`config.mk`:
```
export PLATFORM = sky130hd
export DESIGN_NAME = riscv_fetch_queue
export DESIGN_NICKNAME = d
export VERILOG_FILES = /design/src/rtl/riscv_fetch_queue.sv
export SDC_FILE = /design/constraint.sdc
export NUM_CORES = 1
export LEC_CHECK = 0
export CAP_MARGIN = 10
export CORE_MARGIN = 5
export CORE_UTILIZATION = 45
export CTS_BUF_LIST = sky130_fd_sc_hd__clkbuf_8
export DETAILED_ROUTE_END_ITERATION = 8
export MAX_ROUTING_LAYER = met4
export PLACE_DENSITY = 0.77
export SLEW_MARGIN = 30
export SYNTH_ARGS = -nofsm -noshare
export SYNTH_HDL_FRONTEND = slang
export SYNTH_SLANG_ARGS = --single-unit
```
`constraint.sdc`:
```
create_clock -name i_riscv_fq_clk -period 3.64 [get_ports i_riscv_fq_clk]
set_input_delay 0.364 -clock i_riscv_fq_clk [delete_from_list [all_inputs] [get_ports i_riscv_fq_clk]]
set_output_delay 0.364 -clock i_riscv_fq_clk [all_outputs]
set_load 0.05 [all_outputs]
```
`src/rtl/riscv_fetch_queue.sv`:
```
// Fetch-to-decode instruction queue: DEPTH-entry circular buffer with valid/ready on both sides.
// The head payload reads as all-zero whenever the queue is empty, matching a flushed F/D register.
module riscv_fetch_queue #(
    parameter  int XLEN  = 64,
    parameter  int DEPTH = 4,
    localparam int CW    = $clog2(DEPTH + 1)
) (
    input  logic            i_riscv_fq_clk,
    input  logic            i_riscv_fq_rst_n,
    input  logic            i_riscv_fq_flush,
    input  logic            i_riscv_fq_valid_f,
    output logic            o_riscv_fq_ready_f,
    input  logic [XLEN-1:0] i_riscv_fq_pc_f,
    input  logic [31:0]     i_riscv_fq_inst_f,
    input  logic [XLEN-1:0] i_riscv_fq_pcplus4_f,
    input  logic            i_riscv_fq_cillegal_inst_f,
    input  logic [15:0]     i_riscv_fq_cinst_f,
    output logic            o_riscv_fq_valid_d,
    input  logic            i_riscv_fq_ready_d,
    output logic [XLEN-1:0] o_riscv_fq_pc_d,
    output logic [31:0]     o_riscv_fq_inst_d,
    output logic [XLEN-1:0] o_riscv_fq_pcplus4_d,
    output logic            o_riscv_fq_cillegal_inst_d,
    output logic [15:0]     o_riscv_fq_cinst_d,
    output logic [4:0]      o_riscv_fq_rs1_d,
    output logic [11:0]     o_riscv_fq_constimm12_d,
    output logic [CW-1:0]   o_riscv_fq_count
);

    localparam int PW = $clog2(DEPTH);
    localparam logic [CW-1:0] FULL = CW'(DEPTH);

    typedef struct packed {
        logic [XLEN-1:0] pc;
        logic [31:0]     inst;
        logic [XLEN-1:0] pcplus4;
        logic            cillegal;
        logic [15:0]     cinst;
    } entry_t;

    entry_t        mem [DEPTH];
    entry_t        head;
    logic [PW-1:0] wptr;
    logic [PW-1:0] rptr;
    logic [CW-1:0] count;
    logic          push;
    logic          pop;

    // Handshake depends only on registered occupancy, so ready_f never follows ready_d.
    assign o_riscv_fq_ready_f = (count != FULL);
    assign o_riscv_fq_valid_d = (count != '0);
    assign push = i_riscv_fq_valid_f & o_riscv_fq_ready_f;
    assign pop  = o_riscv_fq_valid_d & i_riscv_fq_ready_d;
    assign o_riscv_fq_count = count;

    always_ff @(posedge i_riscv_fq_clk) begin
        if (!i_riscv_fq_rst_n) begin
            wptr  <= '0;
            rptr  <= '0;
            count <= '0;
        end else if (i_riscv_fq_flush) begin
            wptr  <= '0;
            rptr  <= '0;
            count <= '0;
        end else begin
            if (push) begin
                wptr <= wptr + 1'b1;
            end
            if (pop) begin
                rptr <= rptr + 1'b1;
            end
            case ({push, pop})
                2'b10:   count <= count + 1'b1;
                2'b01:   count <= count - 1'b1;
                default: count <= count;
            endcase
        end
    end

    // Storage is not cleared; stale entries are hidden by the empty mask on the head.
    always_ff @(posedge i_riscv_fq_clk) begin
        if (push) begin
            mem[wptr] <= '{pc:       i_riscv_fq_pc_f,
                           inst:     i_riscv_fq_inst_f,
                           pcplus4:  i_riscv_fq_pcplus4_f,
                           cillegal: i_riscv_fq_cillegal_inst_f,
                           cinst:    i_riscv_fq_cinst_f};
        end
    end

    always_comb begin
        head = '0;
        if (count != '0) begin
            head = mem[rptr];
        end
    end

    assign o_riscv_fq_pc_d            = head.pc;
    assign o_riscv_fq_inst_d          = head.inst;
    assign o_riscv_fq_pcplus4_d       = head.pcplus4;
    assign o_riscv_fq_cillegal_inst_d = head.cillegal;
    assign o_riscv_fq_cinst_d         = head.cinst;
    assign o_riscv_fq_rs1_d           = head.inst[19:15];
    assign o_riscv_fq_constimm12_d    = head.inst[31:20];

endmodule

```
==> summary.txt <==
Run status
  • Outcome: finished, final reports clean

Timing
  • Fmax: about 0.29 GHz
  • Final Worst Setup Slack: roughly 180 ps
  • Minimum clock period: approximately 3500 ps
  • RSZ-0062 raised after global routing: true
  • Hold Fails Final Rpt: 0
  • Final worst-path cycle share: between 90 and 100%
  • Worst Tran Pin Value: around 750 ps
  • Slew headroom: 49.86%
  • Slew Limit Fails: 0
  • Final setup vio count: 0
  • Clock Skew: slightly below 40 ps

Routing
  • Wire per inst: about 23 um
  • Met1 WL: roughly 23,000 um
  • Vias: between 10,000 and 15,000
  • Antenna-violating nets left: 0
  • Top routing layer used: met4
  • Final WL: between 50,000 and 60,000 um
  • DRT iter0 DRCs: 915
  • WL met2: between 20,000 and 30,000 um
  • Met3 wire length: around 5000 um
  • Vias per inst: between 5 and 6
  • TritonRoute pass-1 iters: 5
  • DRC Markers: 0

Logic synthesis
  • Share of the synthesized area in the top cell type: roughly 78%
  • FFs w/ async S/R, synth: 0%
  • Top cells by area, synth: edfxtp_1, mux4_2, and2_1
  • Register area share after synthesis: 78.43%
  • Synthesized area per cell: approximately 23 um^2
  • Most frequent cell after synthesis: edfxtp_1
  • Yosys reg bits: ~720
  • Count of cell types in the netlist: 28
  • Syn nets: about 1,400
  • Top FF cell, synth: edfxtp_1
  • Top cells by count, synth: edfxtp_1, and2_1, mux4_2, clkbuf_1, buf_2
  • Synthesized area: 27,340 um^2
  • Post-synth EDFFs: between 700 and 800
  • Ys Warns: 0
  • Yosys top cell by area: edfxtp_1
  • Post-Synthesis Cells: between 1,000 and 1,500

CTS
  • Max Root-Sink Buffers: 3
  • Cts bufs inserted: 111
  • Clock Root Buffer: clkbuf_8
  • # clock sinks: 717
  • CTS tree: done
  • H-tree levels: 3
  • Clk slew on worst S/H paths: 70 ps
  • Clk_lat worst skew: ~700 ps

Job
  • # Max-Cap Violations: 0

Placement
  • DP Worst Slack: between 800 and 900 ps
  • Port bufs: 380
  • Dpl cell area: between 30,000 and 40,000 um^2
  • Placed wire-length estimate: roughly 35,000 um
  • GP Congestion: ~0.76

Floorplan
  • Core ar.: 60,250 um^2
  • FP Rows: 90
  • Die X: about 260 um
  • Starting Density: a little under half
  • Die area: around 66,000 um^2
  • Die height: approximately 260 um
  • IO Pins: 381

Power
  • Worst vdd ir: around 0.00031 V
  • Pwr Density: slightly above 500 nW/um^2
  • Leakage: between 0.01 and 0.015 uW

Final layout
  • Post-layout instance area: between 30,000 and 40,000 um^2
  • Share of cells above drive strength 1: between 20% and 30%
  • Area Overhead vs Synth: 25.95%
  • Final #Nets: approximately 1,800

Global route
  • Number of global-route vias before repair: between 10,000 and 15,000
  • Largest net degree at the start of global routing: between 80 and 90
  • Grt ovf: 0
  • First-pass GRT wire length: ~87,000 um
  • Antenna violations before repair: 7
  • Total GRT Usage: 17.69%

Setup path
  • Cells on worst reg2reg path: 8
  • CP Launch Type: flop
  • Crit path DAT: 3100 ps
  • Crit Path Max Fanout: 21
  • Worst EP required: around 3300 ps
  • Crit. End Element: output pin
  • Critical path class: reg2out

Min path
  • Worst Hold Class: in2reg
  • Hold depth: 1
-- per-layer routing --
metal,GRT usage (%),up-vias
met5,-,-
met4,4.966,0
met3,5.746,68
met2,27.39,514
met1,22.91,6732
li1,-,5785
-- critical path, stage by stage (launching register included) --
cell	delay (ps)
dfxtp_4	520
buf_12	250
buf_12	190
mux4_2	490
and2_1	170
clkdlybuf4s50_1	740
-- where the power goes --
| part | leakage [uW] | switching, uW | internal, uW |
|---|---|---|---|
| Sequential | 0.00658 | 48.0 | 9300 |
| Clock | 0.00120 | 3030 | 3450 |
| Combinational | 0.00434 | 984 | 656 |
-- logic make-up after synthesis --
| group | share of synthesized area (%) |
|---|---|
| buffers and inverters | 1.927 |
| AND/OR/NAND/NOR | 4.449 |
| multiplexers | 14.62 |
| adder cells (fa/ha/maj) | 0.3021 |
| flip-flops | 78.43 |
| AO/OA/AOI/OAI | 0.1510 |
| XOR/XNOR | 0.1281 |
-- per-stage QoR --
step           hold slack [ps]  instances  utilization (%)  power [uW]  TNS [ps]
6_report                 296.9       2520            57.16       17480         0
5_1_grt                  234.1       2520            57.16       18160    -25.92
4_1_cts                  192.5       2513            56.87       17690         0
3_5_place_dp             504.4       2318            53.31       11180         0
3_3_place_gp             485.9       2318            53.31       11150         0
2_1_floorplan            462.9       1192                -       10480   -202570
-- area by class of cell --
| cell class | instances | area (um^2) |
|---|---|---|
| sequential | 717 | 21450 |
| timing repair buffer | 422 | 4432 |
| fill | 4351 | 25810 |
| multi-input combinational | 391 | 5391 |
| clock buffer | 112 | 1541 |
| tap | 782 | 978.4 |
| antenna | 7 | 17.52 |
| inverter | 6 | 22.52 |
| clock inverter | 83 | 603.1 |
-- path summary, 6_finish.rpt --
kind	startpoint	end	slack (ps)
min	i_riscv_fq_pcplus4_f[21]	mem[2][38]	300
max	flop	o_riscv_fq_pc_d[35]	180
max reg2reg	o_riscv_fq_count[2]	o_riscv_fq_count[2]	990
min reg2reg	wptr[1]	wptr[1]	520
-- sequential cells by signal (all words and copies together), names as in the netlist, named ones only --
name / cells
mem: 708
wptr: 2
rptr: 2
o_riscv_fq_count: 3
-- repair_timing --
action | in CTS | in global routing
hold endpoints to repair | 0 | 0
endpoints found under the setup margin | 2 | 75
hold buffers | 0 | 0
gates resized for setup | 2 | 61
buffers inserted | 0 | 0
-- layout by cell type, fill, tap and decap left out, types with 19 or more instances in the layout --
cell             count
clkinv_1            22
inv_1               34
clkbuf_8           112
dlymetal6s2s_1      60
mux4_2             177
and2_1             177
clkdlybuf4s50_1    281
edfxtp_1           708
buf_12              19
buf_4               59
No activity file was read; power rests on OpenSTA's default activity.
==> variant 1 (same settings) <==
The parameter `XLEN` goes from 64 to 128.
--- a/src/rtl/riscv_fetch_queue.sv
+++ b/src/rtl/riscv_fetch_queue.sv
@@ -1,7 +1,7 @@
 // Fetch-to-decode instruction queue: DEPTH-entry circular buffer with valid/ready on both sides.
 // The head payload reads as all-zero whenever the queue is empty, matching a flushed F/D register.
 module riscv_fetch_queue #(
-    parameter  int XLEN  = 64,
+    parameter  int XLEN  = 128,
     parameter  int DEPTH = 4,
     localparam int CW    = $clog2(DEPTH + 1)
 ) (
Interface: changed (resized i_riscv_fq_pc_f, i_riscv_fq_pcplus4_f, o_riscv_fq_pc_d and o_riscv_fq_pcplus4_d); port bits go from 381 to 637. The function was not compared with the original's and may differ.
==> variant 1 against the original RTL <==
  * Worst setup slack better by 0.037 ns
  * Synthesized area increased by 71%
  * Global-route usage rose by 1.8 points
  * Routed wire length increased by 85%
  * Sequential cell count rose by 512
  * Power rose by 70%
  * Design area grew 70%
  * Non-clock buffer count increased by 302
  * Sequential power is 71% higher
  * Hold slack lost 0.14 ns
  * Synthesized cell count rose by 68%
==> variant 1: results (changes against the original RTL) <==
metric;value;unit;change
rr_worst_depth;8;;unchanged
regMostFlops;mem;;
critical-path-max-stage-delay;0.79;ns;+0.05 ns
drt_iter0_markers;1692;;+85%
timing.clock.skew;0.0273;ns;-0.0121 ns
regToRegStartpoint;o_riscv_fq_count[2];;
grt.met2_usage;0.321;;+0.0474
final-instance-count-excl-fill;4360;;+73%
cts_resized;250;;+248
finalNetCount;3115;;+70%
seq_area_frac_synth;0.789;;+0.00476
synthDistinctLibCells;26;;-7.1%
finalCriticalPeriod;3.42;ns;-0.0366 ns
worstPathMaxFanout;103;;+390%
dpl.cell_count;3986;;+72%
cts-root-to-sink-buffers;3;;unchanged
min_to;mem[0][285];;
largest_net_degree_at_the_start_of_global_routing;106;;+19%
grt_pass1_vias;25000;;+77%
htreeDepth;4;;+1
placement.setup.worst_slack;0.678;ns;-0.125 ns
total_cts_buffers;191;;+72%
layout-drive-gt1-share;0.234;;-0.00356
worstHoldPathType;input pin to flip-flop;;
portBuffers;636;;+67%
vias_per_cell;5.23;;+0.56%
yosysWarningCount;0;;unchanged
synthTopCellsByCount;1220 x edfxtp_1, 305 x and2_1, 305 x mux4_2;;
grt_use_met3;0.0677;;+0.0103
largest_register_ffs;1220;;+72%
holdPathStages;1;;unchanged
outcome;finished clean;;
slew-limit-headroom;0.430;;-0.0690
worst_hold_slack_after_final_layout;0.155;ns;-0.142 ns
gp_congestion;0.788;;+3.9%
timing.rr.end;o_riscv_fq_count[2];;
worst_setup_hold_path_clk_slew;0.06;ns;
antenna_found_initial;33;;+26
grt_use_met1;0.227;;-0.00219
clock_insertion_delay_at_the_later_pin_of_the_skew_report;0.84;ns;+0.14 ns
dpl_cell_area;0.0550;mm^2;+71%
startpoint_of_the_tightest_hold_check_path;i_riscv_fq_pc_f[108];;
critical-path-top-delay-family;buffers and inverters;;
grt_util_all_layers;0.195;;+0.0183
wirelength;105;mm;+85%
synthesis.nets;2318;;+68%
post-dp-hpwl;68.5;mm;+94%
async_set_reset_flop_share_out_of_synthesis;0;;unchanged
synth_enable_flop_cells;1220;;+72%
worst_path_max_delay_cell;clkdlybuf4s50_1;;
worst_ir_drop_vdd;0.449;mV;+44%
p_leak;20.3;nW;+68%
syn_area_per_cell;23.3;um^2;+1.6%
global_route_wire_length_before_repair;158;mm;+81%
synth.top_cells.by_area;edfxtp_1 79%, mux4_2 15%, and2_1 4.1%;;
crit_arrival;3.06;ns;-0.04 ns
post-cts-setup-buffers;0;;unchanged
reg2reg_slack;1.22;ns;+0.23 ns
root_buffer;clkbuf_8;;
-- variant 1: changes by cell type in the layout (fill, tap and decap cells not counted), sizes merged, moves of 57 or more --
cell and change:
clkbuf +81, edfxtp +512, dlygate4sd2 +246, mux4 +128, and2 +128, buf +57
-- variant 1: layer usage --
| layer | wire [um] | vias to the layer above |
|---|---|---|
| li1 | - | 9903 |
| met1 | 38900 | 11800 |
| met2 | 54700 | 884 |
| met3 | 9620 | 167 |
| met4 | 2190 | 0 |
| met5 | 0 | - |
-- variant 1: where the power goes --
group          internal, mW  switching (mW)
clock                  5.74            5.20
combinational          1.01            1.69
sequential             16.0          0.0816
total                  22.7            6.98
-- variant 1: worst register-to-register path: cells and delay by family (launching register included) --
kind | cells | cell delay (ns)
AO/OA/AOI/OAI | 1 | 0.14
XOR/XNOR | 1 | 0.17
adder cells (fa/ha/maj) | 2 | 0.58
buffers and inverters | 1 | 0.07
flip-flops | 1 | 0.39
AND/OR/NAND/NOR | 3 | 1.01
-- variant 1: cell families (layout without fill, tap and decap cells) --
| family | Yosys count | after routing | share of synthesized area |
|---|---|---|---|
| flops | 1229 | 1229 | 0.789 |
| simple gates | 325 | 325 | 0.0431 |
| mux | 306 | 306 | 0.147 |
| buf+inv | 126 | 1070 | 0.0171 |
| fa+ha+maj | 6 | 6 | 0.00177 |
| compound gates | 6 | 6 | 0.000858 |
| xor+xnor | 4 | 4 | 0.000751 |
| other cells | 0 | 34 | 0 |
-- variant 1: how the worst max path moves through the flow --
stage | startpoint | endpoint | depth (start not counted)
2_1_floorplan | o_riscv_fq_count[0] | mem[0][0] | 3
3_3_place_gp | flip-flop | o_riscv_fq_pcplus4_d[109] | 5
3_5_place_dp | flip-flop | o_riscv_fq_pcplus4_d[85] | 5
4_1_cts | o_riscv_fq_count[0] | o_riscv_fq_pc_d[48] | 4
5_1_grt | o_riscv_fq_count[0] | o_riscv_fq_pc_d[0] | 4
6_report | o_riscv_fq_count[0] | o_riscv_fq_pc_d[0] | 4
-- variant 1: layout make-up --
class                           instances  area [um^2]
Multi-Input combinational cell        647         9070
Clock buffer                          193         2660
Antenna cell                           34         85.1
Sequential cell                      1229        36800
Inverter                                6         22.5
Timing Repair Buffer                  724         7140
Tap cell                             1380         1730
Fill cell                            7434        44700
Clock inverter                        147          973
==> variant 2 (same settings) <==
Without the edit above. Reset style: asynchronous (`i_riscv_fq_rst_n`), changed in one clocked block.
--- a/src/rtl/riscv_fetch_queue.sv
+++ b/src/rtl/riscv_fetch_queue.sv
@@ -53,7 +53,7 @@
     assign pop  = o_riscv_fq_valid_d & i_riscv_fq_ready_d;
     assign o_riscv_fq_count = count;
 
-    always_ff @(posedge i_riscv_fq_clk) begin
+    always_ff @(posedge i_riscv_fq_clk or negedge i_riscv_fq_rst_n) begin
         if (!i_riscv_fq_rst_n) begin
             wptr  <= '0;
             rptr  <= '0;
Check against the original RTL: differs if i_riscv_fq_rst_n is asserted again (counterexample within 4 cycles, from zero or initial values and one cycle with i_riscv_fq_rst_n low); with i_riscv_fq_rst_n held inactive, the same outputs for 4 cycles.
==> variant 2 against the original RTL <==
  * Sequential cell count decreased by 2
  * Count of clock-buffer cells in the layout increased by 1
  * Sequential share of layout area increased by 0.27 points
  * Design area decreased by 0.45%
  * First-iteration DRC count decreased by 26%
  * Worst setup slack improved by 0.0068 ns
  * Die area about the same
  * Routed wire length increased by 0.62%
  * Critical path depth decreased by 1
  * Non-clock buffer count decreased by 9
  * Synthesized area about the same
  * Critical endpoint is now o_riscv_fq_pc_d[51]
Power is not compared: it rests on default switching activity, and its combinational part moved more than twofold at a synthesized area within 25%.
==> variant 2: results (changes against the original RTL) <==
metric;value;unit;change
dpl_cell_area;0.0322;mm^2;+0.25%
worstPathMaxFanout;32;;+52%
layout-drive-gt1-share;0.203;;-0.0349
largest_net_degree_at_the_start_of_global_routing;70;;-21%
route.vias.total;13200;;+1.0%
wirelength;57.4;mm;+0.62%
grt_util_all_layers;0.178;;+0.000681
clock_insertion_delay_at_the_later_pin_of_the_skew_report;0.67;ns;-0.03 ns
reg2reg_slack;0.97;ns;-0.02 ns
drt_iter0_markers;677;;-26%
critical-path-max-stage-delay;0.82;ns;+0.08 ns
grt_pass1_vias;14300;;+1.3%
outcome;finished clean;;
synthDistinctLibCells;33;;+18%
seq_area_frac_synth;0.783;;-0.000793
synth.top_cells.by_area;edfxtp_1 78%, mux4_2 15%, and2_1 4.1%;;
rr_worst_depth;6;;-2
post-dp-hpwl;35.2;mm;-0.46%
synthesis.nets;1386;;+0.43%
min_to;mem[3][50];;
syn2layout_area_growth;25.3;%;
first_pass_iters;4;;-1
async_set_reset_flop_share_out_of_synthesis;0.00979;;+0.00979
synthTopCellsByCount;708 x edfxtp_1, 181 x and2_1, 177 x mux4_2;;
total_cts_buffers;112;;+0.90%
startpoint_of_the_tightest_hold_check_path;i_riscv_fq_pcplus4_f[33];;
crit_arrival;3.09;ns;about the same
==> variant 2: changes by cell type after synthesis, sizes merged, moves of 2 or more <==
cell   unedited run  this run
dfxtp             9         0
dfrtp             0         7
and2            177       181
inv               6         2
and3              4         1
buf              53        56
nand3             0         3
nor3              0         2
xnor2             0         2
xor2              4         2
==> variant 2: worst max-delay path by stage <==
stage | to | slack (ns) | depth (start not counted)
final | o_riscv_fq_pc_d[51] | 0.19 | 4
after global routing | o_riscv_fq_pc_d[51] | 0.01 | 4
after CTS | o_riscv_fq_pc_d[48] | 0.05 | 4
after detailed placement | mem[0][162] | 0.68 | 4
after global placement | o_riscv_fq_pcplus4_d[60] | 0.72 | 4
after floorplan | mem[0][0] | -0.31 | 3
==> variant 2: critical path, delay by kind of cell, from the launching register on <==
kind | cells | cell delay [ns]
buf+inv | 2 | 1.17
flops | 1 | 0.58
simple gates | 2 | 0.66
==> variant 2: per-stage QoR <==
| step | std cells | hold WS [ns] |
|---|---|---|
| 2_1_floorplan | 1199 | 0.0684 |
| 4_1_cts | 2520 | 0.206 |
| 3_3_place_gp | 2310 | 0.570 |
| 6_report | 2531 | 0.317 |
| 3_5_place_dp | 2310 | 0.602 |
| 5_1_grt | 2531 | 0.248 |
==> variant 2: cells by family after synthesis <==
| kind of cell | Yosys count | synth area share |
|---|---|---|
| buffers and inverters | 82 | 0.0185 |
| flip-flops | 715 | 0.783 |
| XOR/XNOR | 4 | 0.00128 |
| multiplexers | 178 | 0.146 |
| AO/OA/AOI/OAI | 11 | 0.00274 |
| AND/OR/NAND/NOR | 204 | 0.0454 |
| adder cells (fa/ha/maj) | 5 | 0.00256 |
==> variant 2: timing repair <==
| action | 4_1_cts | 5_1_grt |
|---|---|---|
| endpoints found under the setup margin | 126 | 0 |
| hold buffers | 1 | 0 |
| gates resized for setup | 15 | 0 |
| setup buffers | 2 | 0 |
| hold endpoints to repair | 7 | 0 |
==> variant 2: layout make-up <==
class / count / share of cell area
Clock inverter: 92 / 0.0130
Sequential cell: 715 / 0.626
Tap cell: 782 / 0.0285
Clock buffer: 113 / 0.0454
Multi-Input combinational cell: 403 / 0.159
Antenna cell: 11 / 0.000803
Inverter: 2 / 0.000219
Timing Repair Buffer: 413 / 0.128
==> variant 2: where the power goes <==
group	switching (mW)	internal [mW]
Combinational	3.00	1.88
Sequential	0.120	9.60
Clock	3.01	2.98
Total	6.14	14.5
==> variant 2: layer usage <==
metal  GRT usage  wire length, um
met5           -                0
met4      0.0596             1400
met3      0.0396             3320
met2       0.290            29700
met1       0.224            23000
